--- src/rtl/adder_seq_pkg.sv ---
// Shared types and constants for the adder sequencer slice.
// Latency: none (types and constants only).
// Backpressure: none (types and constants only).
//
// Contents: the default datapath width and the sequencer state encoding.
package adder_seq_pkg;

    localparam int ADD_SEQ_WIDTH = 32;

    typedef enum logic [1:0] {
        IDLE = 2'd0,
        LO   = 2'd1,
        HI   = 2'd2,
        RESP = 2'd3
    } seq_state_t;

endpackage

--- src/rtl/adder_sequencer_if.sv ---
// Bundle of the two requester ports, the shared-adder port and the response port.
// Latency: none (wiring only).
// Backpressure: requests stall on reqN_ready, the response stalls on rsp_ready.
//
// Modports: slave  = the sequencer (accepts requests, drives adder operands, returns results)
//           master = the environment (requesters, the external prefix adder, the consumer)
interface adder_sequencer_if
    import adder_seq_pkg::*;
#(
    parameter int WIDTH = ADD_SEQ_WIDTH
) ();

    logic               req0_valid;
    logic               req0_ready;
    logic [2*WIDTH-1:0] req0_a;
    logic [2*WIDTH-1:0] req0_b;
    logic               req0_sub;
    logic               req0_wide;

    logic               req1_valid;
    logic               req1_ready;
    logic [2*WIDTH-1:0] req1_a;
    logic [2*WIDTH-1:0] req1_b;
    logic               req1_sub;
    logic               req1_wide;

    logic [WIDTH-1:0]   add_a;
    logic [WIDTH-1:0]   add_b;
    logic               add_cin;
    logic [WIDTH-1:0]   add_sum;
    logic               add_cout;

    logic               rsp_valid;
    logic               rsp_ready;
    logic               rsp_id;
    logic [2*WIDTH-1:0] rsp_sum;
    logic               rsp_cout;

    modport slave (
        input  req0_valid, req0_a, req0_b, req0_sub, req0_wide,
        input  req1_valid, req1_a, req1_b, req1_sub, req1_wide,
        output req0_ready, req1_ready,
        output add_a, add_b, add_cin,
        input  add_sum, add_cout,
        output rsp_valid, rsp_id, rsp_sum, rsp_cout,
        input  rsp_ready
    );

    modport master (
        output req0_valid, req0_a, req0_b, req0_sub, req0_wide,
        output req1_valid, req1_a, req1_b, req1_sub, req1_wide,
        input  req0_ready, req1_ready,
        input  add_a, add_b, add_cin,
        output add_sum, add_cout,
        input  rsp_valid, rsp_id, rsp_sum, rsp_cout,
        output rsp_ready
    );

endinterface

--- src/rtl/adder_sequencer_rr_arbiter2.sv ---
// Two-way round-robin grant: a lone valid wins, a tie goes to the side not granted last.
// Latency: purely combinational.
// Backpressure: none; the caller qualifies the grant with its own ready condition.
//
// Ports: i_valid0/i_valid1 request lines, i_last_grant index of the previous winner,
//        o_grant one-hot grant (bit N set only when i_validN is set).
module rr_arbiter2 (
    input  logic       i_valid0,
    input  logic       i_valid1,
    input  logic       i_last_grant,
    output logic [1:0] o_grant
);

    always_comb begin
        o_grant = 2'b00;
        if (i_valid0 && i_valid1) begin
            o_grant = i_last_grant ? 2'b01 : 2'b10;
        end else begin
            o_grant = {i_valid1, i_valid0};
        end
    end

endmodule

--- src/rtl/adder_sequencer.sv ---
// Time-shares one external WIDTH-bit prefix adder between two requesters for add/sub ops.
// Latency: response valid 2 cycles after the handshake (narrow), 3 cycles (wide).
// Backpressure: one op in flight; requesters see ready only in IDLE, result held until rsp_ready.
//
// Ports: clk, rst_n (synchronous, active-low) and bus (adder_sequencer_if.slave) carrying
//        req0_*/req1_* request channels, add_* adder channel and rsp_* result channel.
module adder_sequencer
    import adder_seq_pkg::*;
#(
    parameter int WIDTH = ADD_SEQ_WIDTH
) (
    input  logic              clk,
    input  logic              rst_n,
    adder_sequencer_if.slave  bus
);

    seq_state_t         r_state;
    logic               r_last_grant;
    logic [2*WIDTH-1:0] r_a;
    logic [2*WIDTH-1:0] r_b;
    logic               r_sub;
    logic               r_wide;
    logic               r_id;
    logic [WIDTH-1:0]   r_sum_lo;
    logic               r_cout_lo;

    logic               r_rsp_valid;
    logic               r_rsp_id;
    logic [2*WIDTH-1:0] r_rsp_sum;
    logic               r_rsp_cout;

    logic [1:0]         w_grant;
    logic               w_idle;
    logic               w_hs0;
    logic               w_hs1;
    logic [2*WIDTH-1:0] w_a_sel;
    logic [2*WIDTH-1:0] w_b_sel;
    logic               w_sub_sel;
    logic               w_wide_sel;

    rr_arbiter2 u_arb (
        .i_valid0     (bus.req0_valid),
        .i_valid1     (bus.req1_valid),
        .i_last_grant (r_last_grant),
        .o_grant      (w_grant)
    );

    // Gating with rst_n keeps ready low in the reset cycle even though the
    // state register only clears on the edge that ends it.
    assign w_idle = rst_n && (r_state == IDLE);
    assign w_hs0  = w_idle && w_grant[0];
    assign w_hs1  = w_idle && w_grant[1];

    assign bus.req0_ready = w_hs0;
    assign bus.req1_ready = w_hs1;

    assign w_a_sel    = w_grant[1] ? bus.req1_a    : bus.req0_a;
    assign w_b_sel    = w_grant[1] ? bus.req1_b    : bus.req0_b;
    assign w_sub_sel  = w_grant[1] ? bus.req1_sub  : bus.req0_sub;
    assign w_wide_sel = w_grant[1] ? bus.req1_wide : bus.req0_wide;

    // Subtraction is a + ~b + 1: the +1 enters as carry-in of the low pass and
    // then ripples into the high pass through the registered low carry.
    always_comb begin
        bus.add_a   = '0;
        bus.add_b   = '0;
        bus.add_cin = 1'b0;
        case (r_state)
            LO: begin
                bus.add_a   = r_a[WIDTH-1:0];
                bus.add_b   = r_b[WIDTH-1:0] ^ {WIDTH{r_sub}};
                bus.add_cin = r_sub;
            end
            HI: begin
                bus.add_a   = r_a[2*WIDTH-1:WIDTH];
                bus.add_b   = r_b[2*WIDTH-1:WIDTH] ^ {WIDTH{r_sub}};
                bus.add_cin = r_cout_lo;
            end
            default: begin
                bus.add_a   = '0;
                bus.add_b   = '0;
                bus.add_cin = 1'b0;
            end
        endcase
    end

    always_ff @(posedge clk) begin
        if (!rst_n) begin
            r_state      <= IDLE;
            r_last_grant <= 1'b1;
            r_a          <= '0;
            r_b          <= '0;
            r_sub        <= 1'b0;
            r_wide       <= 1'b0;
            r_id         <= 1'b0;
            r_sum_lo     <= '0;
            r_cout_lo    <= 1'b0;
            r_rsp_valid  <= 1'b0;
            r_rsp_id     <= 1'b0;
            r_rsp_sum    <= '0;
            r_rsp_cout   <= 1'b0;
        end else begin
            case (r_state)
                IDLE: begin
                    if (w_hs0 || w_hs1) begin
                        r_a          <= w_a_sel;
                        r_b          <= w_b_sel;
                        r_sub        <= w_sub_sel;
                        r_wide       <= w_wide_sel;
                        r_id         <= w_hs1;
                        r_last_grant <= w_hs1;
                        r_state      <= LO;
                    end
                end
                LO: begin
                    r_sum_lo  <= bus.add_sum;
                    r_cout_lo <= bus.add_cout;
                    if (r_wide) begin
                        r_state <= HI;
                    end else begin
                        // Narrow result: upper half forced to zero, carry is the low pass carry.
                        r_rsp_sum   <= {{WIDTH{1'b0}}, bus.add_sum};
                        r_rsp_cout  <= bus.add_cout;
                        r_rsp_id    <= r_id;
                        r_rsp_valid <= 1'b1;
                        r_state     <= RESP;
                    end
                end
                HI: begin
                    r_rsp_sum   <= {bus.add_sum, r_sum_lo};
                    r_rsp_cout  <= bus.add_cout;
                    r_rsp_id    <= r_id;
                    r_rsp_valid <= 1'b1;
                    r_state     <= RESP;
                end
                RESP: begin
                    if (bus.rsp_ready) begin
                        r_rsp_valid <= 1'b0;
                        r_state     <= IDLE;
                    end
                end
                default: begin
                    r_state <= IDLE;
                end
            endcase
        end
    end

    assign bus.rsp_valid = r_rsp_valid;
    assign bus.rsp_id    = r_rsp_id;
    assign bus.rsp_sum   = r_rsp_sum;
    assign bus.rsp_cout  = r_rsp_cout;

endmodule
--- src/flat_wrapper.sv ---
// flat-port wrapper written by rule: the top's interface ports become plain ports
module adder_sequencer_flat import adder_seq_pkg::*;
#(
    parameter int WIDTH = ADD_SEQ_WIDTH
)
  (clk, rst_n, bus_req0_valid, bus_req0_a, bus_req0_b, bus_req0_sub, bus_req0_wide, bus_req1_valid, bus_req1_a, bus_req1_b, bus_req1_sub, bus_req1_wide, bus_req0_ready, bus_req1_ready, bus_add_a, bus_add_b, bus_add_cin, bus_add_sum, bus_add_cout, bus_rsp_valid, bus_rsp_id, bus_rsp_sum, bus_rsp_cout, bus_rsp_ready);
  adder_sequencer_if #(.WIDTH(WIDTH)) bus_i ();
  input  logic clk;
  input  logic rst_n;
  input wire logic [$bits(bus_i.req0_valid)-1:0] bus_req0_valid;
  input wire logic [$bits(bus_i.req0_a)-1:0] bus_req0_a;
  input wire logic [$bits(bus_i.req0_b)-1:0] bus_req0_b;
  input wire logic [$bits(bus_i.req0_sub)-1:0] bus_req0_sub;
  input wire logic [$bits(bus_i.req0_wide)-1:0] bus_req0_wide;
  input wire logic [$bits(bus_i.req1_valid)-1:0] bus_req1_valid;
  input wire logic [$bits(bus_i.req1_a)-1:0] bus_req1_a;
  input wire logic [$bits(bus_i.req1_b)-1:0] bus_req1_b;
  input wire logic [$bits(bus_i.req1_sub)-1:0] bus_req1_sub;
  input wire logic [$bits(bus_i.req1_wide)-1:0] bus_req1_wide;
  output wire logic [$bits(bus_i.req0_ready)-1:0] bus_req0_ready;
  output wire logic [$bits(bus_i.req1_ready)-1:0] bus_req1_ready;
  output wire logic [$bits(bus_i.add_a)-1:0] bus_add_a;
  output wire logic [$bits(bus_i.add_b)-1:0] bus_add_b;
  output wire logic [$bits(bus_i.add_cin)-1:0] bus_add_cin;
  input wire logic [$bits(bus_i.add_sum)-1:0] bus_add_sum;
  input wire logic [$bits(bus_i.add_cout)-1:0] bus_add_cout;
  output wire logic [$bits(bus_i.rsp_valid)-1:0] bus_rsp_valid;
  output wire logic [$bits(bus_i.rsp_id)-1:0] bus_rsp_id;
  output wire logic [$bits(bus_i.rsp_sum)-1:0] bus_rsp_sum;
  output wire logic [$bits(bus_i.rsp_cout)-1:0] bus_rsp_cout;
  input wire logic [$bits(bus_i.rsp_ready)-1:0] bus_rsp_ready;
  assign bus_i.req0_valid = bus_req0_valid;
  assign bus_i.req0_a = bus_req0_a;
  assign bus_i.req0_b = bus_req0_b;
  assign bus_i.req0_sub = bus_req0_sub;
  assign bus_i.req0_wide = bus_req0_wide;
  assign bus_i.req1_valid = bus_req1_valid;
  assign bus_i.req1_a = bus_req1_a;
  assign bus_i.req1_b = bus_req1_b;
  assign bus_i.req1_sub = bus_req1_sub;
  assign bus_i.req1_wide = bus_req1_wide;
  assign bus_req0_ready = bus_i.req0_ready;
  assign bus_req1_ready = bus_i.req1_ready;
  assign bus_add_a = bus_i.add_a;
  assign bus_add_b = bus_i.add_b;
  assign bus_add_cin = bus_i.add_cin;
  assign bus_i.add_sum = bus_add_sum;
  assign bus_i.add_cout = bus_add_cout;
  assign bus_rsp_valid = bus_i.rsp_valid;
  assign bus_rsp_id = bus_i.rsp_id;
  assign bus_rsp_sum = bus_i.rsp_sum;
  assign bus_rsp_cout = bus_i.rsp_cout;
  assign bus_i.rsp_ready = bus_rsp_ready;
  adder_sequencer #(.WIDTH(WIDTH)) u_core (.clk(clk), .rst_n(rst_n), .bus(bus_i));
endmodule
--- config.mk ---
export PLATFORM = sky130hd
export DESIGN_NAME = adder_sequencer_flat
export DESIGN_NICKNAME = d
export VERILOG_FILES = /design/src/rtl/adder_seq_pkg.sv /design/src/rtl/adder_sequencer_if.sv /design/src/rtl/adder_sequencer_rr_arbiter2.sv /design/src/rtl/adder_sequencer.sv /design/src/flat_wrapper.sv
export SDC_FILE = /design/constraint.sdc
export NUM_CORES = 1
export LEC_CHECK = 0
export ABC_AREA = 1
export ABC_CLOCK_PERIOD_IN_PS = 2230
export CAP_MARGIN = 20
export CORE_UTILIZATION = 35
export CTS_CLUSTER_SIZE = 12
export DETAILED_ROUTE_END_ITERATION = 7
export GPL_TIMING_DRIVEN = 0
export PLACE_DENSITY = 0.71
export SKIP_LAST_GASP = 1
export SYNTH_ARGS = -nofsm -noshare
export SYNTH_HDL_FRONTEND = slang
export SYNTH_HIERARCHICAL = 1
export SYNTH_SLANG_ARGS = --single-unit
--- constraint.sdc ---
create_clock -name clk -period 2.23 [get_ports clk]
set_input_delay 0.446 -clock clk [delete_from_list [all_inputs] [get_ports clk]]
set_output_delay 0.446 -clock clk [all_outputs]
set_load 0.05 [all_outputs]
==> reports/results.ini, run 1 <==
[critical_path]
critPathCaptureType=output pin
critPathArrivalTime_ns=2.04
critPathTopFamily=buffers and inverters
startpoint=u_core/r_state[1]
crit_fanout=8
path_class=reg -> out
cp_slowest_cell=dfxtp_4
timing.rr.start=u_core/r_state[0]
cp.required_ns=1.78
worst-path-buf-inv=4
critPathMaxStageDelay_ns=0.38
cp_cell_sequence=inv_2 -> ha_4 -> clkinv_8 -> clkbuf_16 -> a21oi_4 -> buf_6
cp-start-kind=register

[grt]
grtUsageTotal=0.262
grt_max_degree=20
grt_overflow_total=0
first_global_vias=13000
grt_first_pass_wirelength_mm=69.2
antenna_found_initial=6

[floorplan]
die_area_sq_um=33500
fp-row-count=65
chipHeight_um=183
core_area_sq_um=31900
die_w_um=183
io_pins=432
start_util=0.360

[flow_run]
maxCapViolCount=0

[sta]
setup_viol=65
whs_ns=0.462
worst_pin_slew_ns=0.647
fin_skew_ns=0.00904
max_freq_mhz=402
slew_violations=0
rsz0062_at_grt=true
layout_min_cycle_time_ns=2.49
finalCritPeriodShare=1.11
report.final.hold_viol_count=0
worst_slack_ns=-0.256
slew_headroom=0.569

[pwr]
switching_share=0.435
total_power_mw=21.6
pwr-share-clk=0.202
p_comb_frac=0.517
power_frac_seq=0.281
p_leak_nw=8.11
p_per_area_nw_per_um2=1150
p_switching_mw=9.39
ir_worst_vdd_v=0.000585
internal-power_mw=12.2

[synth]
avgSynthCellArea_sq_um=6.40
synth_top_area_share=0.408
synth_top_flop_cell=dfxtp_1
synth_most_common_cell=nand2_1
synthTopCellsByCount=nand2_1 (335), o21ai_0 (306), nor2_1 (300), dfxtp_1 (234), a21oi_1 (198)
async_flop_share=0
ys_top_cells_by_area=dfxtp_1 (41%), o21ai_0 (13%), nand2_1 (11%)
synth-edff-count=0
synthCells=1792
yosysSeqAreaShare=0.408
synth_area_sq_um=11500
yosys_register_bits=234
yosys.area.top_type=dfxtp_1
yosysWarnings=6
synthDistinctLibCells=21
synth_fp_nets=2095

[clocking]
cts.sinks=234
cts_buffer_depth=3
clk_pin_slew_worst_paths_ns=0.06
cts_max_level=1
clk_latency_ns=0.52
cts_tree=yes
cts_buffers=26
root_buffer=clkbuf_16

[min_path]
hold_path_class=reg -> reg
holdCritStartpoint=u_core/bus.rsp_valid

[routing]
drt_first_pass_iters=6
viasPerCell=4.98
ant_nets=0
wirelength_mm=46.1
drt_iter0_drc=980
avgRoutedWirePerCell_um=16.9
dr_total_vias=13600
remaining_drc_errors=0

[finish]
n_fill_cell=2908
drive_gt1_frac=0.166
fin_nets=2580
area_delta_synth_final_pct=64.2

[place]
io_buffers=431
gp_congestion=0.914
hpwl_mm=34.3

[run_status]
outcome=finished with violations
violations=setup timing

[area by class of cell]
| type | count | area, sq um | share of cell area |
|---|---|---|---|
| diodes | 3 | 7.51 | 0.000398 |
| plain buffers | 137 | 915 | 0.0485 |
| clock buffers | 35 | 746 | 0.0396 |
| clock inverters | 9 | 120 | 0.00638 |
| inverters | 176 | 692 | 0.0367 |
| multi-input cells | 1242 | 6310 | 0.335 |
| flip-flops and latches | 234 | 4690 | 0.249 |
| well taps | 435 | 544 | 0.0289 |
| repair buffers | 460 | 4810 | 0.255 |
[flip-flops by register name, indices dropped and copies added (netlist names)]
name and cells:
u_core/r_id 1, u_core/r_wide 1, u_core/bus.rsp_sum 64, u_core/r_last_grant 1
u_core/r_sum_lo 32, u_core/bus.rsp_valid 1, u_core/r_sub 1, u_core/bus.rsp_cout 1
u_core/r_state 2, u_core/r_b 64, u_core/bus.rsp_id 1, u_core/r_cout_lo 1
u_core/r_a 64
[placed cells by master, fill, tap and decap left out, types with 18 or more instances in the layout]
| cell type | synthesis | layout |
|---|---|---|
| inv_1 | 173 | 170 |
| clkbuf_1 | 70 | 59 |
| nand2_2 | 2 | 53 |
| a21oi_4 | 0 | 29 |
| o21ai_0 | 306 | 274 |
| clkbuf_16 | 0 | 33 |
| a21oi_2 | 0 | 35 |
| buf_8 | 0 | 24 |
| buf_2 | 45 | 38 |
| dfxtp_1 | 234 | 232 |
| o21ai_2 | 1 | 20 |
| o21ai_1 | 53 | 66 |
| nor2_1 | 300 | 300 |
| buf_6 | 2 | 58 |
| buf_4 | 12 | 29 |
| clkdlybuf4s50_1 | 0 | 363 |
| nand2_4 | 0 | 18 |
| nand2_1 | 335 | 266 |
| a21oi_1 | 198 | 134 |
| nand3_1 | 39 | 39 |
[worst reg2reg max path: cells and delay by family, from the launching register on]
kind / cells / cell delay, ns
fa+ha+maj: 1 / 0.17
buf+inv: 6 / 0.85
flops: 1 / 0.35
compound gates: 3 / 0.64
[per-stage QoR]
| step | cell area, sq um | worst slack (ns) | utilization | cells | setup TNS [ns] |
|---|---|---|---|---|---|
| after floorplan | 11800 | -0.282 | - | 1792 | -2.93 |
| after global placement | 16600 | -1.22 | 0.522 | 2658 | -111.04 |
| after detailed placement | 16600 | -1.28 | 0.522 | 2658 | -116.84 |
| after CTS | 18400 | -0.244 | 0.578 | 2722 | -13.75 |
| after global routing | 18800 | -0.339 | 0.591 | 2729 | -16.77 |
| final | 18800 | -0.256 | 0.591 | 2731 | -11.88 |
[timing repair]
action	in CTS	in global routing
resized for setup	665	105
hold buffers	0	0
setup buffers	16	5
pin swaps	20	41
cloned	6	3
setup endpoints to repair	68	66
[power groups by stage]
stage	registers (mW)	clock network (mW)	logic, mW
2_1_floorplan	6.98	0	4.85
3_3_place_gp	6.01	0	8.95
3_5_place_dp	6.05	0	9.08
4_1_cts	6.00	4.45	10.5
5_1_grt	6.18	4.62	11.9
6_report	6.06	4.37	11.2
[per-layer routing]
metal / share of wire / vias up / track usage / wire length (um)
li1: - / 6706 / - / -
met1: 0.40 / 6255 / 0.314 / 18700
met2: 0.49 / 557 / 0.461 / 22600
met3: 0.073 / 89 / 0.0512 / 3380
met4: 0.032 / 6 / 0.0970 / 1480
met5: 0.00098 / - / 0 / 45
[cells by family (layout without fill, tap and decap cells)]
logic type,Yosys count,in the layout,share of synthesized area
and+or+nand+nor,679,679,0.229
AOI/OAI and AO/OA,558,558,0.244
buffers and inverters,316,817,0.114
DFF,234,234,0.408
adders and majority gates,5,5,0.00545
other,0,3,0
[worst paths after layout]
| kind | end | slack [ns] | depth (start not counted) |
|---|---|---|---|
| worst max register to register | u_core/bus.rsp_sum[29] | 0.10 | 10 |
| worst min-delay path | u_core/bus.rsp_valid | 0.46 | 2 |
| worst max-delay path | bus_add_a[28] | -0.26 | 6 |
| worst min register to register | u_core/bus.rsp_valid | 0.46 | 2 |
Note: power is estimated with default switching activity, not from simulation.
==> inputs of run 2 (changes only) <==
--- a/config.mk
+++ b/config.mk
@@ -7,7 +7,6 @@
 export LEC_CHECK = 0
 export ABC_AREA = 1
 export ABC_CLOCK_PERIOD_IN_PS = 2230
-export CAP_MARGIN = 20
 export CORE_UTILIZATION = 35
 export CTS_CLUSTER_SIZE = 12
 export DETAILED_ROUTE_END_ITERATION = 7
==> results of run 2 <==
The final DEF is identical to that of run 1; final timing and power are the same.
